==> src/rtl/kbd_mmio.sv <==
// kbd_mmio: memory-mapped PS/2 keyboard responder (read-only CPU port).
//
// Receives PS/2 device-to-host frames and validates start, odd parity and
// stop. Good scancodes are buffered in a FIFO. CPU reads are answered with
// a one-cycle stall handshake.
//
// Ports:
//   clk       ui_clk, all logic on posedge
//   rst       synchronous active-high reset
//   ps2_clk   asynchronous PS/2 clock from keyboard
//   ps2_data  asynchronous PS/2 data from keyboard
//   rd_en     address-qualified CPU read strobe, held high while stalled
//   rd_addr   word select: 0 = DATA, 1 = STATUS
//   rd_data   registered read result
//   rd_stall  combinational stall, rd_en & ~rd_done
//   kbd_irq   registered, high while the FIFO is non-empty
//
// Optional feature macro: KBD_BREAK_FILTER_EN. When it is defined, a break
// prefix (8'hF0) and the byte that follows it are not queued, so the FIFO
// holds make codes only.
module kbd_mmio #(
    parameter int FIFO_AW     = 4,
    parameter int FILTER_LEN  = 8,
    parameter int TIMEOUT_CYC = 50000
) (
    input  logic        clk,
    input  logic        rst,
    input  logic        ps2_clk,
    input  logic        ps2_data,
    input  logic        rd_en,
    input  logic        rd_addr,
    output logic [31:0] rd_data,
    output logic        rd_stall,
    output logic        kbd_irq
);
    localparam int DEPTH = 1 << FIFO_AW;
    localparam int CW    = FIFO_AW + 1;
    localparam int FW    = $clog2(FILTER_LEN + 1);
    localparam int TW    = $clog2(TIMEOUT_CYC + 1);

    typedef enum logic [1:0] {
        ST_IDLE   = 2'd0,
        ST_DATA   = 2'd1,
        ST_PARITY = 2'd2,
        ST_STOP   = 2'd3
    } rx_state_t;

    // A frame is good when the 8 data bits plus the parity bit hold an odd
    // number of ones.
    function automatic logic odd_parity_ok(input logic [7:0] b, input logic p);
        return ^{p, b};
    endfunction

    logic [1:0]         clk_sync_r, data_sync_r;
    logic [FW-1:0]      filt_cnt_r;
    logic               filt_clk_r, filt_prev_r;
    logic               fall_s, ps2_d_s;
    rx_state_t          state_r, state_nxt_s;
    logic [7:0]         shift_r;
    logic [2:0]         bit_cnt_r;
    logic               par_r;
    logic [TW-1:0]      to_cnt_r;
    logic               timeout_s, frame_ok_s, frame_bad_s, push_s, perr_set_s;
    logic [7:0]         mem_r [DEPTH];
    logic [FIFO_AW-1:0] wr_ptr_r, rd_ptr_r;
    logic [CW-1:0]      count_r;
    logic               full_s, nonempty_s, pop_s, wr_en_s, ovf_set_s;
    logic               ovf_r, perr_r, rd_done_r, access_s, stat_rd_s;
    logic [31:0]        rd_data_r;
    logic               kbd_irq_r;

    assign ps2_d_s = data_sync_r[1];
    // The delayed copy makes the falling edge a one-cycle pulse.
    assign fall_s  = filt_prev_r & ~filt_clk_r;

    // Two-flop synchronisers for the asynchronous PS/2 lines.
    always_ff @(posedge clk) begin
        if (rst) begin
            clk_sync_r  <= 2'b11;
            data_sync_r <= 2'b11;
        end else begin
            clk_sync_r  <= {clk_sync_r[0], ps2_clk};
            data_sync_r <= {data_sync_r[0], ps2_data};
        end
    end

    // Glitch filter: the output follows the input only after FILTER_LEN
    // consecutive samples that differ from the current output.
    always_ff @(posedge clk) begin
        if (rst) begin
            filt_cnt_r  <= '0;
            filt_clk_r  <= 1'b1;
            filt_prev_r <= 1'b1;
        end else begin
            filt_prev_r <= filt_clk_r;
            if (clk_sync_r[1] == filt_clk_r) begin
                filt_cnt_r <= '0;
            end else if (filt_cnt_r == FW'(FILTER_LEN - 1)) begin
                filt_cnt_r <= '0;
                filt_clk_r <= clk_sync_r[1];
            end else begin
                filt_cnt_r <= filt_cnt_r + FW'(1);
            end
        end
    end

    // A timeout aborts a partial frame. A falling edge in the same cycle
    // takes priority, because that edge reloads the counter.
    assign timeout_s = (state_r != ST_IDLE) && !fall_s && (to_cnt_r == TW'(TIMEOUT_CYC));

    // Receiver state register.
    always_ff @(posedge clk) begin
        if (rst) begin
            state_r <= ST_IDLE;
        end else begin
            state_r <= state_nxt_s;
        end
    end

    // Receiver next-state logic. The FSM advances only on falling edges.
    always_comb begin
        state_nxt_s = state_r;
        if (timeout_s) begin
            state_nxt_s = ST_IDLE;
        end else if (fall_s) begin
            case (state_r)
                ST_IDLE:   state_nxt_s = ps2_d_s ? ST_IDLE : ST_DATA;
                ST_DATA:   state_nxt_s = (bit_cnt_r == 3'd7) ? ST_PARITY : ST_DATA;
                ST_PARITY: state_nxt_s = ST_STOP;
                ST_STOP:   state_nxt_s = ST_IDLE;
                default:   state_nxt_s = ST_IDLE;
            endcase
        end else begin
            state_nxt_s = state_r;
        end
    end

`ifdef KBD_BREAK_FILTER_EN
    logic skip_r;

    // Skip flag: armed by a good F0 and cleared by the next good byte.
    always_ff @(posedge clk) begin
        if (rst) begin
            skip_r <= 1'b0;
        end else if (frame_ok_s) begin
            skip_r <= skip_r ? 1'b0 : (shift_r == 8'hF0);
        end else begin
            skip_r <= skip_r;
        end
    end
`endif

    // Receiver outputs: frame verdict at the stop bit and the FIFO push.
    always_comb begin
        frame_ok_s  = 1'b0;
        frame_bad_s = 1'b0;
        if (fall_s && (state_r == ST_STOP)) begin
            if (ps2_d_s && odd_parity_ok(shift_r, par_r)) begin
                frame_ok_s = 1'b1;
            end else begin
                frame_bad_s = 1'b1;
            end
        end else begin
            frame_ok_s  = 1'b0;
            frame_bad_s = 1'b0;
        end
`ifdef KBD_BREAK_FILTER_EN
        push_s = frame_ok_s && !skip_r && (shift_r != 8'hF0);
`else
        push_s = frame_ok_s;
`endif
        perr_set_s = frame_bad_s | timeout_s;
    end

    // Receiver datapath: LSB-first shift register, bit count, parity and
    // the timeout counter.
    always_ff @(posedge clk) begin
        if (rst) begin
            shift_r   <= 8'h00;
            bit_cnt_r <= 3'd0;
            par_r     <= 1'b0;
            to_cnt_r  <= '0;
        end else begin
            if (fall_s || (state_r == ST_IDLE) || timeout_s) begin
                to_cnt_r <= '0;
            end else begin
                to_cnt_r <= to_cnt_r + TW'(1);
            end
            if (fall_s) begin
                case (state_r)
                    ST_IDLE:   bit_cnt_r <= 3'd0;
                    ST_DATA: begin
                        shift_r   <= {ps2_d_s, shift_r[7:1]};
                        bit_cnt_r <= bit_cnt_r + 3'd1;
                    end
                    ST_PARITY: par_r <= ps2_d_s;
                    default:   bit_cnt_r <= bit_cnt_r;
                endcase
            end
        end
    end

    assign full_s     = (count_r == CW'(DEPTH));
    assign nonempty_s = (count_r != '0);
    assign access_s   = rd_en & ~rd_done_r;
    assign stat_rd_s  = access_s & rd_addr;
    assign pop_s      = access_s & ~rd_addr & nonempty_s;
    // A pop in the same cycle frees a slot, so a push is accepted even
    // when the FIFO is full.
    assign wr_en_s    = push_s & (~full_s | pop_s);
    assign ovf_set_s  = push_s & full_s & ~pop_s;

    // FIFO storage. It is not reset, because the pointers define validity.
    always_ff @(posedge clk) begin
        if (wr_en_s) begin
            mem_r[wr_ptr_r] <= shift_r;
        end
    end

    // FIFO pointers and occupancy count.
    always_ff @(posedge clk) begin
        if (rst) begin
            wr_ptr_r <= '0;
            rd_ptr_r <= '0;
            count_r  <= '0;
        end else begin
            if (wr_en_s) wr_ptr_r <= wr_ptr_r + FIFO_AW'(1);
            if (pop_s)   rd_ptr_r <= rd_ptr_r + FIFO_AW'(1);
            case ({wr_en_s, pop_s})
                2'b10:   count_r <= count_r + CW'(1);
                2'b01:   count_r <= count_r - CW'(1);
                default: count_r <= count_r;
            endcase
        end
    end

    // Sticky error flags. A STATUS read clears them, but a set event in the
    // same cycle wins.
    always_ff @(posedge clk) begin
        if (rst) begin
            ovf_r  <= 1'b0;
            perr_r <= 1'b0;
        end else begin
            ovf_r  <= ovf_set_s  | (ovf_r  & ~stat_rd_s);
            perr_r <= perr_set_s | (perr_r & ~stat_rd_s);
        end
    end

    // Read handshake: capture the word once per access and raise the
    // interrupt while data is queued.
    always_ff @(posedge clk) begin
        if (rst) begin
            rd_done_r <= 1'b0;
            rd_data_r <= 32'h0000_0000;
            kbd_irq_r <= 1'b0;
        end else begin
            rd_done_r <= rd_en;
            kbd_irq_r <= nonempty_s;
            if (access_s) begin
                if (rd_addr) begin
                    rd_data_r <= {28'd0, ovf_r, perr_r, full_s, nonempty_s};
                end else begin
                    rd_data_r <= {23'd0, nonempty_s, nonempty_s ? mem_r[rd_ptr_r] : 8'h00};
                end
            end else begin
                rd_data_r <= rd_data_r;
            end
        end
    end

    assign rd_data  = rd_data_r;
    assign rd_stall = access_s;
    assign kbd_irq  = kbd_irq_r;
endmodule

==> config.mk <==
export PLATFORM = sky130hd
export DESIGN_NAME = kbd_mmio
export DESIGN_NICKNAME = d
export VERILOG_FILES = /design/src/rtl/kbd_mmio.sv
export SDC_FILE = /design/constraint.sdc
export NUM_CORES = 1
export LEC_CHECK = 0
export CORE_MARGIN = 2
export CORE_UTILIZATION = 55
export CTS_BUF_LIST = sky130_fd_sc_hd__clkbuf_8
export DETAILED_ROUTE_END_ITERATION = 10
export GPL_TIMING_DRIVEN = 0
export HOLD_SLACK_MARGIN = 0.1
export PLACE_DENSITY = 0.74
export SYNTH_ARGS = -nofsm -noshare
export SYNTH_HDL_FRONTEND = slang
export SYNTH_SLANG_ARGS = --single-unit
==> constraint.sdc <==
create_clock -name clk -period 4.15 [get_ports clk]
set_input_delay 1.245 -clock clk [delete_from_list [all_inputs] [get_ports clk]]
set_output_delay 1.245 -clock clk [all_outputs]
set_load 0.01 [all_outputs]
==> results of run 1 <==
-- cells in the mapped netlist (8+ instances only) --
library cell / instances
edfxtp_1: 128
dfxtp_1: 70
o21ai_0: 8
buf_4: 24
nand3_1: 18
xor2_1: 14
ha_1: 13
xnor2_1: 13
inv_1: 13
mux4_2: 39
a21oi_1: 21
clkbuf_1: 17
nor2_1: 53
nand2_1: 42
nor3_1: 10
-- layout by cell type, fill, tap and decap left out, drive strengths merged, types with 3 or more instances in the layout --
master and count:
bufinv 6, nand2 42, buf 31, or3 5, conb 23, nand3 18, ha 13, nor2b 5
nand4 3, edfxtp 128, mux2i 6, clkbuf 36, clkdlybuf4s50 14, inv 17, nor4 3, a21oi 22
and3 4, a31oi 3, nor2 54, nand2b 5, xor2 14, nand3b 3, mux4 39, dfxtp 70
clkinv 4, or2 5, xnor2 13, o21ai 8, a22oi 4, nor3 10
-- metal layers --
layer,up-vias,track usage [%]
li1,2140,-
met1,2227,25.0
met2,132,34.7
met3,20,5.22
met4,0,6.27
met5,-,0
-- per-stage QoR --
stage | instance area [µm²] | worst slack (ns)
floorplan | 8210 | 0.648
global placement | 8580 | -0.180
detailed placement | 8600 | 0.00138
CTS | 9090 | 0.316
global route | 9090 | 0.238
finish | 9090 | 0.319
-- registers in the layout, summed over array words and instances, names as in the netlist, named ones only --
register     cells
state_r          1
kbd_irq          1
data_sync_r      2
filt_prev_r      1
rd_data          9
count_r          5
ovf_r            1
par_r            1
rd_done_r        1
mem_r          128
rd_ptr_r         4
filt_cnt_r       4
to_cnt_r        16
clk_sync_r       2
shift_r          8
bit_cnt_r        3
wr_ptr_r         4
perr_r           1
filt_clk_r       1
-- power groups by stage --
stage | clock network (mW) | registers (mW) | logic, mW
finish | 1.45 | 2.07 | 0.0525
global route | 1.54 | 2.07 | 0.0574
CTS | 1.47 | 2.07 | 0.0511
detailed placement | 0 | 2.12 | 0.0510
global placement | 0 | 2.12 | 0.0504
floorplan | 0 | 2.12 | 0.0402
-- kinds of logic (layout without fill, tap and decap cells) --
group,Yosys count,count (layout),synth area share (%)
xor+xnor,29,29,3.49
mux,47,47,12.0
buf+inv,62,108,4.17
fa+ha+maj,14,14,2.25
compound gates,49,49,3.74
simple gates,165,165,9.73
other cells,1,23,0.0461
flops,198,198,64.5
-- path summary, 6_finish.rpt --
path	to	cells after the start	start	slack [ns]
max reg2reg	mem_r[1][1]	7	shift_r[7]	0.70
min reg2reg	data_sync_r[1]	1	data_sync_r[0]	0.42
max	rd_stall	4	rd_en	0.32
min	data_sync_r[1]	1	data_sync_r[0]	0.42
-- cell type report --
| class | instances | area, µm² |
|---|---|---|
| fillers | 1036 | 5390 |
| flip-flops and latches | 198 | 5250 |
| multi-input cells | 327 | 2650 |
| plain buffers | 48 | 287 |
| clock buffers | 19 | 262 |
| well taps | 184 | 230 |
| clock inverters | 13 | 226 |
| repair buffers | 14 | 140 |
| inverters | 14 | 52.6 |
==> reports/metrics.csv, run 1 <==
metric;value;unit
cts_setup_buffers;0;
routed_wirelength;15.1;mm
critical-path-slowest-cell;clkdlybuf4s50_1;
ys_warn_count;0;
intPower;2.90;mW
outcome;complete, no violations;
ys_ff_latch;198;
max_freq;261;MHz
clkPwrFrac;40.5;%
numCtsBuffers;17;
hold_viol;0;
setup-violations-final;0;
ir_drop;178;µV
synth-edff-count;128;
grt_overflow;0;
synthTopCellsByArea;edfxtp_1 47%, dfxtp_1 17%, mux4_2 11%;
htreeDepth;4;
arrival;2.59;ns
leakage;3.06;nW
p_sw;668;µW
crit_family;buffers and inverters;
worst_slew_pin_slew;0.898;ns
critPathLaunchType;input port;
syn-mean-instance-area;14.4;µm²
synth.largest_area_cell;edfxtp_1;
numPortBuffers;14;
met1Wirelength;6.26;mm
place_hpwl;10.3;mm
fin_crit;3.83;ns
wl_per_cell;18.5;µm
combPwrFrac;1.5;%
pwr-share-seq;58.0;%
grt_pass1_vias;4625;
max-cap-violations;0;
total_power;3.57;mW
required;2.90;ns
start_util;56.1;%
critPathMaxFanout;6;
cp.buffers_inverters;3;
cts_tree;yes;
netlist.area_leader.share;47.3;%
cts_num_sinks;198;
wl_met3;840;µm
ant_nets;0;
met2_length;7.77;mm
fin_nets;640;
powerDensity;393;mW/mm²
dp_cells;785;
post-route-util;62.8;%
vias_per_cell;5.53;
grt_pass1_wl;23.9;mm
die_area;0.0158;mm²
async_reset_ff_share;0;%
clk_latency;0.45;ns
synth_area;0.00813;mm²
coreArea;0.0145;mm²
critPathKind;in2out;
top_layer;met4;
die_width;126;µm
drt_iter0_markers;380;
grt_max_degree;20;
tns;0;ns
p_sw_share;18.7;%
clkTransAtPathRegs;0.09;ns
place_congestion;0.774;
area_delta_synth_final;11.8;%
path_cells;clkdlybuf4s50_1 -> nand2b_1 -> inv_1 -> clkdlybuf4s50_1;
end_kind;output port;
fin_worst_skew;0.0131;ns
critPathMaxStageDelay;0.56;ns
diodes;0;
antenna_found_initial;0;
die_h;126;µm
rows;44;
cts_buffer_depth;2;
crit_path_frequent_cell;clkdlybuf4s50_1;
min_path_type;reg2reg;
synth_flop_cell;edfxtp_1;
rsz0062_at_grt;no;
cts_resized;0;
min_period_over_period;92.3;%
whs;0.424;ns
drive_above_1_share;18.8;%
finalNonFillerCells;817;
ys_seq_area_share;64.5;%
holdBufCountCts;0;
final_max_slew_viol_count;0;
slew_headroom;39.8;%
cts-root-buf;clkbuf_8;
route.detailed.drc;0;
routed-via-count;4519;
first_pass_iters;5;
synth_cells;565;
pin_count;40;
track_usage;20.1;%
ys_types;56;
(Power assumes the default switching activity.)
==> run 2: changes to the inputs <==
--- a/config.mk
+++ b/config.mk
@@ -11,7 +11,7 @@
 export DETAILED_ROUTE_END_ITERATION = 10
 export GPL_TIMING_DRIVEN = 0
 export HOLD_SLACK_MARGIN = 0.1
-export PLACE_DENSITY = 0.74
+export PLACE_DENSITY = 0.77
 export SYNTH_ARGS = -nofsm -noshare
 export SYNTH_HDL_FRONTEND = slang
 export SYNTH_SLANG_ARGS = --single-unit
==> constraint.sdc (replaced) <==
create_clock -name clk -period 3.2 [get_ports clk]
set_input_delay 0.96 -clock clk [delete_from_list [all_inputs] [get_ports clk]]
set_output_delay 0.96 -clock clk [all_outputs]
set_load 0.01 [all_outputs]
==> run 2 against run 1 <==
Cell count is 0.12% higher. Clock skew is 0.0023 ns higher. Non-clock buffer count is 1 higher. Combinational power is 32% higher. Final area is 0.32% higher. Largest power group unchanged.
==> reports/metrics.csv, run 2 (synthesized netlist as in run 1, its figures left out) <==
metric;value;unit;change
numPortBuffers;14;;unchanged
required;3.57;ns;+0.67 ns
htreeDepth;4;;unchanged
drive_above_1_share;21.5;%;+2.7 points
critPathMaxFanout;6;;unchanged
drt_iter0_markers;434;;+14%
pin_count;40;;unchanged
max-cap-violations;0;;unchanged
track_usage;20.7;%;+0.55 points
coreArea;0.0145;mm²;unchanged
final_cell_mix;128 x edfxtp_1, 62 x dfxtp_1, 44 x nor2_1;;
rsz0062_at_grt;no;;
end_kind;flip-flop;;
cts_tree;yes;;
wl_per_cell;19.3;µm;+4.2%
dp_cells;785;;unchanged
whs;0.417;ns;-0.00702 ns
cts_num_sinks;198;;unchanged
numCtsBuffers;17;;unchanged
grt_overflow;0;;unchanged
cts_buffer_depth;2;;unchanged
fin_worst_skew;0.0154;ns;+0.00229 ns
slew_headroom;44.0;%;+4.2 points
grt_pass1_vias;4601;;-0.52%
min_period_over_period;96.0;%;
clkTransAtPathRegs;0.10;ns;about the same
clk_latency;0.47;ns;+0.02 ns
cts-root-buf;clkbuf_8;;
diodes;0;;unchanged
fin_crit;3.07;ns;
place_hpwl;10.8;mm;+5.1%
fin_nets;641;;+0.16%
placed_cell_area;0.00860;mm²;about the same
routed-via-count;4591;;+1.6%
final_common_cell;edfxtp_1;;
grt_max_degree;20;;unchanged
antenna_found_initial;0;;unchanged
min_path_type;reg2reg;;
timing.rr.start;shift_r[0];;
finalNonFillerCells;818;;+0.12%
die_area;0.0158;mm²;unchanged
area_delta_synth_final;12.2;%;
grt_pass1_wl;24.4;mm;+2.0%
fill_cells;998;;-3.7%
worst_slew_pin_slew;0.838;ns;-0.0605 ns
largest_reg_flops;128;;unchanged
post-route-util;63.0;%;+0.20 points
critPathKind;in2reg;;
holdCritStartpoint;data_sync_r[0];;
die_h;126;µm;unchanged
place_congestion;0.809;;+4.5%
arrival;3.44;ns;+0.85 ns
setup-violations-final;0;;unchanged
final_max_slew_viol_count;0;;unchanged
final_area;0.00912;mm²;+0.32%
ant_nets;0;;unchanged
outcome;complete, no violations;;
critPathLaunchType;input port;;
vias_per_cell;5.61;;+1.5%
startpoint;rd_en;;
route.detailed.drc;0;;unchanged
first_pass_iters;5;;unchanged
routed_wirelength;15.8;mm;+4.3%
hold_viol;0;;unchanged
rows;44;;unchanged
die_width;126;µm;unchanged
max_freq;326;MHz;
ir_drop;336;µV;+89%
leakage;3.05;nW;-0.31%
top_register;mem_r;;
start_util;56.1;%;unchanged
powerDensity;488;mW/mm²;+24%
[run 2: changes by cell type in the layout (fill, tap and decap cells not counted), sizes merged]
cell	change
dlymetal6s2s	+1
clkdlybuf4s50	-1
clkbuf	-1
inv	+3
buf	+1
bufinv	-2
[run 2: final timing paths]
kind	slack, ns	to	cells past startpoint
hold reg to reg	0.42	data_sync_r[1]	1
setup / recovery	0.13	count_r[4]	11
setup reg to reg	0.21	count_r[4]	9
hold / removal	0.42	data_sync_r[1]	1
[run 2: what timing repair did]
action / CTS / global route
endpoints found under the setup margin: 130 / 8
resized for setup: 21 / 6
pin swaps: 0 / 1
buffers inserted: 0 / 1
hold endpoints to repair: 0 / 0
hold buffers: 0 / 0
[run 2: area by class of cell]
class                   count  area (µm²)  share of cell area (%)
multi-input cells         327        2700                    29.6
clock buffers              18         248                    2.72
clock inverters            14         184                    2.02
repair buffers             15         150                    1.65
well taps                 184         230                    2.53
plain buffers              48         287                    3.14
flip-flops and latches    198        5260                    57.7
inverters                  14        52.6                   0.576
[run 2: report_power, final]
group | switching [mW] | internal (mW)
combinational | 0.0394 | 0.0299
sequential | 0.00182 | 2.68
clock | 0.830 | 0.868
total | 0.872 | 3.58
[run 2: worst max-delay path, stage by stage]
cell and delay [ns]:
clkdlybuf4s50_1 0.52, nand2b_4 0.09, or3_4 0.44, nor2_4 0.15
inv_2 0.08, fa_1 0.40, inv_1 0.08, a21o_1 0.10
a21oi_1 0.07, mux2i_1 0.20, mux2_1 0.34
[run 2: layer usage]
layer	wire length, µm	global-route usage, %	up-vias
met5	0	0	-
met4	496	8.95	0
met3	939	5.48	33
met2	8080	34.6	119
li1	-	-	2151
met1	6260	25.5	2288
[run 2: per-stage QoR]
step / TNS (ns) / setup WS [ns] / power [mW]
3_5_place_dp: -38.58 / -0.636 / 2.81
3_3_place_gp: -43.22 / -0.821 / 2.81
6_report: 0 / 0.129 / 4.45
2_1_floorplan: 0 / 0.0561 / 2.80
5_1_grt: 0 / 0.0313 / 4.58
4_1_cts: 0 / 0.0199 / 4.48
